$ cat src/rtl/vga_capture_if.sv
// Video bus into the frame capture block: pixel clock, sync, blanking and colour.
// The source side drives every signal; the capture side only observes them.
interface vga_capture_if;
    logic       vga_clk;
    logic       vsync;
    logic       vga_blank_n;
    logic [7:0] r;
    logic [7:0] g;
    logic [7:0] b;

    modport master (
        output vga_clk,
        output vsync,
        output vga_blank_n,
        output r,
        output g,
        output b
    );

    modport slave (
        input vga_clk,
        input vsync,
        input vga_blank_n,
        input r,
        input g,
        input b
    );
endinterface

$ cat src/rtl/vga_capture.sv
// VGA frame capture: tracks frames between vsync falling edges, accumulates a
// per-frame checksum, samples one probe pixel, counts lines and flags frames
// whose geometry differs from H_ACTIVE x V_ACTIVE.
// Build option: define VGA_CAPTURE_CRC_EN to make the checksum a CRC-16-CCITT
// (poly 0x1021, init 0xFFFF, no reflection, no final XOR) over r, g, b bytes;
// without it the checksum is the 16-bit wrapping sum of r + g + b.
module vga_capture #(
    parameter int H_ACTIVE = 640,
    parameter int V_ACTIVE = 480
) (
    input  logic         clk,
    input  logic         rst,
    vga_capture_if.slave vid,
    input  logic [9:0]   probe_x,
    input  logic [9:0]   probe_y,
    output logic [23:0]  probe_rgb,
    output logic [15:0]  frame_sum,
    output logic         frame_done,
    output logic [7:0]   frame_count,
    output logic [9:0]   line_count,
    output logic         geom_err,
    output logic         locked
);

    typedef enum logic [1:0] {
        IDLE  = 2'd0,
        VSYNC = 2'd1,
        FRAME = 2'd2
    } state_t;

    localparam logic [9:0]  COORD_MAX  = 10'd1023;
    localparam logic [31:0] H_ACTIVE_U = 32'(H_ACTIVE);
    localparam logic [31:0] V_ACTIVE_U = 32'(V_ACTIVE);

    // Coordinates stick at the top of their range instead of wrapping, so an
    // overlong line or frame can never alias back onto a valid coordinate.
    function automatic logic [9:0] sat_inc(input logic [9:0] v);
        return (v == COORD_MAX) ? v : v + 10'd1;
    endfunction

`ifdef VGA_CAPTURE_CRC_EN
    localparam logic [15:0] SUM_INIT = 16'hFFFF;

    // One byte of CRC-16-CCITT, MSB first.
    function automatic logic [15:0] crc_byte(input logic [15:0] crc,
                                             input logic [7:0]  data);
        logic [15:0] c;
        c = crc ^ {data, 8'h00};
        for (int i = 0; i < 8; i++) begin
            c = c[15] ? ((c << 1) ^ 16'h1021) : (c << 1);
        end
        return c;
    endfunction

    function automatic logic [15:0] sum_step(input logic [15:0] s,
                                             input logic [7:0]  rr,
                                             input logic [7:0]  gg,
                                             input logic [7:0]  bb);
        return crc_byte(crc_byte(crc_byte(s, rr), gg), bb);
    endfunction
`else
    localparam logic [15:0] SUM_INIT = 16'h0000;

    function automatic logic [15:0] sum_step(input logic [15:0] s,
                                             input logic [7:0]  rr,
                                             input logic [7:0]  gg,
                                             input logic [7:0]  bb);
        return s + {8'h00, rr} + {8'h00, gg} + {8'h00, bb};
    endfunction
`endif

    state_t      state;
    state_t      state_next;

    logic        vga_clk_prev;
    logic        strobe;
    logic        blank_prev;
    logic [9:0]  x;
    logic [9:0]  y;
    logic [15:0] sum;
    logic        err;
    logic [23:0] probe_work;

    logic        clear_frame;
    logic        track;
    logic        publish;

    logic        blank_upd;
    logic [9:0]  x_upd;
    logic [9:0]  y_upd;
    logic [15:0] sum_upd;
    logic        err_upd;
    logic [23:0] work_upd;
    logic        probe_in_range;

    // One strobe per pixel: the clk edge that first sees vga_clk high.
    assign strobe = vid.vga_clk & ~vga_clk_prev;

    assign probe_in_range = ({22'd0, probe_x} < H_ACTIVE_U) &&
                            ({22'd0, probe_y} < V_ACTIVE_U);

    // Pixel clock edge detector history.
    always_ff @(posedge clk) begin
        if (rst) begin
            vga_clk_prev <= 1'b0;
        end else begin
            vga_clk_prev <= vid.vga_clk;
        end
    end

    // FSM state register.
    always_ff @(posedge clk) begin
        if (rst) begin
            state <= IDLE;
        end else begin
            state <= state_next;
        end
    end

    // FSM next state: a frame spans vsync rising edge to the next falling edge.
    always_comb begin
        state_next = state;
        case (state)
            IDLE:    if (!vid.vsync) state_next = VSYNC;
            VSYNC:   if (vid.vsync)  state_next = FRAME;
            FRAME:   if (!vid.vsync) state_next = VSYNC;
            default: state_next = IDLE;
        endcase
    end

    // FSM outputs: clear the working set during sync, accumulate in a frame,
    // and publish on the vsync falling edge that closes a tracked frame.
    always_comb begin
        clear_frame = 1'b0;
        track       = 1'b0;
        publish     = 1'b0;
        locked      = 1'b0;
        case (state)
            VSYNC: clear_frame = 1'b1;
            FRAME: begin
                track   = 1'b1;
                locked  = 1'b1;
                publish = ~vid.vsync;
            end
            default: ;
        endcase
    end

    // Effect of this clk's strobe on the working set. Publishing reads these
    // updated values so a line end on the frame-end clk is counted first.
    always_comb begin
        blank_upd = blank_prev;
        x_upd     = x;
        y_upd     = y;
        sum_upd   = sum;
        err_upd   = err;
        work_upd  = probe_work;
        if (strobe) begin
            blank_upd = vid.vga_blank_n;
            if (vid.vga_blank_n) begin
                sum_upd = sum_step(sum, vid.r, vid.g, vid.b);
                if ((x == probe_x) && (y == probe_y)) begin
                    work_upd = {vid.r, vid.g, vid.b};
                end
                x_upd = sat_inc(x);
            end else if (blank_prev) begin
                if ({22'd0, x} != H_ACTIVE_U) begin
                    err_upd = 1'b1;
                end
                x_upd = '0;
                y_upd = sat_inc(y);
            end
        end
    end

    // Working set for the frame in progress.
    always_ff @(posedge clk) begin
        if (rst) begin
            blank_prev <= 1'b0;
            x          <= '0;
            y          <= '0;
            sum        <= '0;
            err        <= 1'b0;
            probe_work <= '0;
        end else if (clear_frame) begin
            blank_prev <= 1'b0;
            x          <= '0;
            y          <= '0;
            sum        <= SUM_INIT;
            err        <= 1'b0;
            probe_work <= '0;
        end else if (track) begin
            blank_prev <= blank_upd;
            x          <= x_upd;
            y          <= y_upd;
            sum        <= sum_upd;
            err        <= err_upd;
            probe_work <= work_upd;
        end
    end

    // Published results: updated only at frame end, held otherwise.
    always_ff @(posedge clk) begin
        if (rst) begin
            probe_rgb   <= '0;
            frame_sum   <= '0;
            frame_done  <= 1'b0;
            frame_count <= '0;
            line_count  <= '0;
            geom_err    <= 1'b0;
        end else begin
            frame_done <= 1'b0;
            if (publish) begin
                frame_sum   <= sum_upd;
                line_count  <= y_upd;
                probe_rgb   <= probe_in_range ? work_upd : 24'h000000;
                geom_err    <= err_upd | ({22'd0, y_upd} != V_ACTIVE_U);
                frame_done  <= 1'b1;
                frame_count <= frame_count + 8'd1;
            end
        end
    end

endmodule

$ cat src/flat_wrapper.sv
// flat-port wrapper written by rule: the top's interface ports become plain ports
module vga_capture_flat 
#(
    parameter int H_ACTIVE = 640,
    parameter int V_ACTIVE = 480
)
  (clk, rst, probe_x, probe_y, probe_rgb, frame_sum, frame_done, frame_count, line_count, geom_err, locked, vid_vga_clk, vid_vsync, vid_vga_blank_n, vid_r, vid_g, vid_b);
  vga_capture_if vid_i ();
  input  logic clk;
  input  logic rst;
  input  logic [9:0] probe_x;
  input  logic [9:0] probe_y;
  output logic [23:0] probe_rgb;
  output logic [15:0] frame_sum;
  output logic frame_done;
  output logic [7:0] frame_count;
  output logic [9:0] line_count;
  output logic geom_err;
  output logic locked;
  input wire logic [$bits(vid_i.vga_clk)-1:0] vid_vga_clk;
  input wire logic [$bits(vid_i.vsync)-1:0] vid_vsync;
  input wire logic [$bits(vid_i.vga_blank_n)-1:0] vid_vga_blank_n;
  input wire logic [$bits(vid_i.r)-1:0] vid_r;
  input wire logic [$bits(vid_i.g)-1:0] vid_g;
  input wire logic [$bits(vid_i.b)-1:0] vid_b;
  assign vid_i.vga_clk = vid_vga_clk;
  assign vid_i.vsync = vid_vsync;
  assign vid_i.vga_blank_n = vid_vga_blank_n;
  assign vid_i.r = vid_r;
  assign vid_i.g = vid_g;
  assign vid_i.b = vid_b;
  vga_capture #(.H_ACTIVE(H_ACTIVE), .V_ACTIVE(V_ACTIVE)) u_core (.clk(clk), .rst(rst), .vid(vid_i), .probe_x(probe_x), .probe_y(probe_y), .probe_rgb(probe_rgb), .frame_sum(frame_sum), .frame_done(frame_done), .frame_count(frame_count), .line_count(line_count), .geom_err(geom_err), .locked(locked));
endmodule
$ cat config.mk
export PLATFORM = sky130hd
export DESIGN_NAME = vga_capture_flat
export DESIGN_NICKNAME = d
export VERILOG_FILES = /design/src/rtl/vga_capture_if.sv /design/src/rtl/vga_capture.sv /design/src/flat_wrapper.sv
export SDC_FILE = /design/constraint.sdc
export NUM_CORES = 1
export LEC_CHECK = 0
export ABC_AREA = 1
export BUFFER_PORTS_ARGS = -buffer_cell sky130_fd_sc_hd__clkbuf_2
export CAP_MARGIN = 5
export CORE_MARGIN = 2
export CORE_UTILIZATION = 42
export DETAILED_ROUTE_END_ITERATION = 10
export PLACE_DENSITY_LB_ADDON = 0.12
export SYNTH_ARGS = -nofsm -noshare
export SYNTH_HDL_FRONTEND = slang
export SYNTH_SLANG_ARGS = --single-unit
$ cat constraint.sdc
create_clock -name clk -period 4.4 [get_ports clk]
set_clock_uncertainty 0.2 [all_clocks]
set_input_delay 0.66 -clock clk [delete_from_list [all_inputs] [get_ports clk]]
set_output_delay 0.66 -clock clk [all_outputs]
set_load 0.01 [all_outputs]
### Word-level counts from Yosys, hierarchy flattened

Cells that the tools add are included.
Widths: inputs -> output; s select.

| storage, ports and cells | value |
|---|---|
| bits in latches | 0 |
| output and inout port bits | 61 |
| bits of input ports | 49 |
| memories kept | 0 |
| memory bits (read-only) | 0 |
| memory bits (writable) | 0 |
| bits in registers | 125 |
| word-level logic and storage cells | 70 |

| operators by class | value |
|---|---|
| div/mod/pow operators | 0 |
| order comparisons | 2 |
| bitwise gates (word level) | 4 |
| equality and inequality tests | 11 |
| shift-type cells | 0 |
| reductions and logical operators | 9 |
| multiply operators | 0 |
| mux-type cells | 24 |
| add/sub/neg operators | 6 |

Operators with widths:

| kind | count |
|---|---|
| $mux 24 | 4 |
| $mux 10 | 7 |
| $add 16x8->16 | 3 |
| $mux 16 | 2 |
| $add 10x1->10 const B | 2 |
| $eq 10x10->1 | 2 |
| $eq 10x10->1 const B | 2 |
| $lt 10x10->1 const B | 1 |
| $lt 10x9->1 const B | 1 |
| $ne 10x10->1 const B | 1 |
| $ne 10x9->1 const B | 1 |
| $add 8x1->8 const B | 1 |
| $mux 1 | 8 |
| $ne 2x2->1 const B | 3 |
| $mux 2 | 2 |
| $pmux 2 s2 | 1 |
| $reduce_and 2->1 | 2 |
| $reduce_and 4->1 | 1 |
| $reduce_or 2->1 | 2 |
| $eq 2x1->1 const B | 1 |
| $eq 2x2->1 const B | 1 |
| $logic_and 1x1->1 | 2 |
| $logic_not 2->1 | 1 |
| $not 1->1 | 2 |
| 3 further kinds | 3 |

### Depth between registers and ports, before layout

| depth | value |
|---|---|
| word-level depth | 7 |
| gate-level depth with buffers | 19 |

### Least setup slack after synthesis

OpenSTA, ideal clock, no wires.

| timing | value |
|---|---|
| kind | in2reg |
| start | input vid_b[1] |
| end | register u_core.frame_sum[11] |
| stages on the path | 17 |
| arrival | 3140 ps |
| setup slack | 932 ps |
| library setup time | 128 ps |
| path buffers | 0 |
| path through | inv_1 -> fa_1 -> fa_1 -> inv_1 -> ha_1 -> inv_1 -> fa_1 -> inv_1 -> nand3_1 -> nand2_1 -> nand3_1 -> nand2_1 -> nand2_1 -> nand2_1 -> nand2_1 -> xor2_1 -> a21oi_1 |

| on the way | value |
|---|---|
| word-level cells in the longest chain between the ends | 3 |

Ends and longest elaborated chain:

| what | line | source |
|---|---|---|
| start: declaration | flat_wrapper.sv:25 | `input wire logic [$bits(vid_i.b)-1:0] vid_b;` |
| $add 16x8->16 | vga_capture.sv:68 | `return s + {8'h00, rr} + {8'h00, gg} + {8'h00, bb};` |
| $mux 16 | vga_capture.sv:160 | `if (vid.vga_blank_n) begin` |
| $mux 16 | vga_capture.sv:158 | `if (strobe) begin` |
| end signal: assignment | vga_capture.sv:214 | `frame_sum <= sum_upd;` |
| end: declaration | vga_capture.sv:17 | `output logic [15:0] frame_sum,` |

Every way passes these cells.
A chain may end at the register's enable or synchronous reset.

### Final worst setup path

Same ends and word-level chain as after synthesis.

==> metrics.txt <==
reg2reg start=u_core.sum[1]; pwr dens=356 nW/um^2; Remaining DRCs=0; crit share post-route=77.9%; Post-synth EDFFs=0; Post-CTS Resized=0; most common cell in the synthesized netlist=nand2_1; Die Y=134 microns; XOR/XNOR Fraction of Synth Area=3.88%; Final ANT Viol Nets=0; Worst setup startpoint=vid_b[1]; Synth area leader=dfxtp_1; setup TNS=0 ns; top cell type's share of synthesized area=35.1%; GRT Max-Usage Layer=met2; Leak=0.00393 uW; number of global-route vias before repair=5882; RSZ-0062 raised after global routing=false; Fillers=1695; initial antenna violation count=0; crit path DAT=3.50 ns; Power Total=2990 uW; relative slew slack=38.1%; largest cells by area after synthesis=dfxtp_1, nand2_1, inv_1; Fmax achieved=292 MHz; reg2reg path depth=16; Synth Flop Type=dfxtp_1; register area share after synthesis=35.1%; hold bufs inserted after CTS=0; average size of a mapped cell=7.18 sq um; Initial Utilization=42.9%; Global Route Usage Sum=20.8%; PortBufs=109; I/O pins=110; dpl hpwl=13100 microns; first-pass detailed-route iteration total=5; # clock sinks=125; Fin. Hold Viols=0; first-pass GRT wire length=29700 microns; CP Max Fanout=4; Max Transition Viols Final=0; multi-input logic area=3710 sq um; area share of and/or/nand/nor cells after synthesis=26.5%; R2R Setup Slk=1.46 ns; CTS tree=built; initial drt markers=322; kind of critical path=input port to flop; CP required=4.47 ns; Final GP Congestion=0.847; Die Wd=134 microns; outcome=completed; CTS Root Buffer Type=clkbuf_16; worst slew pin tran=0.928 ns; mux contribution to synthesized area=0%; list of most frequent post-synthesis cells=nand2_1, inv_1, dfxtp_1; Non-Filler Instances=1315; post-synth design cell area=7120 sq um; DIE AREA=18000 sq um; Avg Vias per Cell=4.83; hold_sp=u_core.frame_count[7]; register area=2500 sq um; largest net degree at the start of global routing=48; Setup WS pre-CTS=0.544 ns; Inst Count DP=1283; main combinational cell family by area after synthesis=simple AND/OR/NAND/NOR gates; Post-Syn Instances=992; met2 GRT Util=33.4%; Netlist cell types=43; # H-tree levels=4; Routed WL=18000 microns; share of cells above drive strength 1=19.5%; VDD IR max=0.284 mV; Critical Path End=u_core.frame_sum[11]; Max Cap Viol=0; # Post-CTS Setup Buffers=0; setup violators final=0; Num CTS Buffers=17; ant diodes=0; async set-or-reset flop fraction in the synthesized netlist=0%; Critical Path Sink Type=flop; M1 GR Usage=28.8%; Adder-Cell Fraction of Synth Area=7.13%; Avg WL per Cell=13.7 microns; Hold Crit Class=flop to flop; Seq cells post-synth=125; Ys Warns=0; Layout area overhead=17.7%; clock buffer depth=2; Remaining Overflow, GRT=0; Layout Nets=1162; total number of vias=6355; Core Rows=47; GR Layer Usage met3=3.55%; core footprint=16600 sq um; nature of the critical path startpoint=input port; clock-pin slew on the worst setup and hold paths=0.06 ns; Clock Latency Late Sink=0.41 ns; fin worst setup slack=0.971 ns; Synth Area in Compound Gates=14.7%; R2R Path End=u_core.frame_sum[11]; Synthesized Nets=1072; minimum clock period=3.43 ns
==> worst min path at each step <==
stage	endpoint	cells after the start
CTS	u_core.vga_clk_prev	3
detailed placement	u_core.frame_count[7]	1
global route	u_core.vga_clk_prev	3
global placement	u_core.frame_count[7]	1
floorplan	u_core.err	2
finish	u_core.frame_count[7]	1
==> final cells by class <==
type                       count  area share, %
sequential                   125           29.9
clock buffer                  23           5.82
inverter                     177           7.93
multi-input combinational    644           44.3
clock inverter                 9           1.58
tap                          220           3.28
timing repair buffer         117           7.22
==> per-layer routing <==
| layer | vias to the layer above | wire length (microns) |
|---|---|---|
| met1 | 2905 | 8940 |
| met4 | 0 | 278 |
| met3 | 19 | 623 |
| met5 | - | 0 |
| met2 | 101 | 8170 |
| li1 | 3330 | - |
==> power breakdown <==
part	internal (uW)	switching, uW	total, uW
Combinational	131	223	354
Clock	952	519	1470
Sequential	1150	12.7	1160
Total	2230	754	2990
==> sequential cells by signal, summed over array words and instances, names as in the netlist <==
| name | count |
|---|---|
| u_core.line_count | 10 |
| u_core.sum | 16 |
| u_core.geom_err | 1 |
| u_core.probe_work | 24 |
| u_core.y | 10 |
| u_core.err | 1 |
| u_core.probe_rgb | 24 |
| u_core.frame_count | 8 |
| u_core.x | 10 |
| u_core.vga_clk_prev | 1 |
| u_core.frame_sum | 16 |
| u_core.blank_prev | 1 |
| u_core.frame_done | 1 |
| u_core.state | 2 |
==> through the flow <==
| stage | instance area, sq um | hold WS, ns | util [%] |
|---|---|---|---|
| floorplan | 7120 | 0.245 | - |
| global placement | 7760 | 0.245 | 46.8 |
| detailed placement | 7760 | 0.248 | 46.8 |
| CTS | 8380 | 0.257 | 50.5 |
| global route | 8380 | 0.261 | 50.5 |
| finish | 8380 | 0.262 | 50.5 |
==> cell usage in the layout (no fill, tap or decap), types with 4 or more instances in the layout <==
cell type / netlist / layout
o21a_1: 4 / 4
o21ai_0: 67 / 67
nand4_1: 16 / 16
buf_4: 0 / 8
clkbuf_2: 0 / 109
dfxtp_1: 125 / 125
nand2_2: 23 / 23
nor2_1: 48 / 48
nand3_1: 61 / 61
clkbuf_16: 0 / 17
xor2_1: 14 / 14
nor3_1: 7 / 7
o21bai_1: 6 / 6
nand2_1: 192 / 192
ha_1: 15 / 15
clkbuf_8: 0 / 4
inv_1: 171 / 171
o211ai_1: 8 / 8
a21oi_1: 105 / 105
fa_1: 16 / 16
xnor2_1: 12 / 12
nand3_2: 22 / 22
inv_2: 5 / 5
==> critical path, cell delays in order <==
cell	delay (ns)
clkbuf_2	0.07
inv_1	0.05
fa_1	0.57
fa_1	0.45
inv_1	0.08
ha_1	0.18
inv_1	0.08
fa_1	0.40
inv_1	0.09
nand3_1	0.06
nand2_1	0.10
nand3_1	0.07
nand2_1	0.10
nand2_1	0.06
nand2_1	0.12
nand2_1	0.08
xor2_1	0.19
a21oi_1	0.09
==> cells by family (layout without fill, tap and decap cells) <==
family | count (synthesis) | count (layout)
AO/OA/AOI/OAI | 197 | 197
XOR/XNOR | 29 | 29
adder cells (fa/ha/maj) | 31 | 31
buffers and inverters | 223 | 326
flip-flops | 125 | 125
AND/OR/NAND/NOR | 387 | 387
Note: power is estimated with default switching activity, not from simulation.
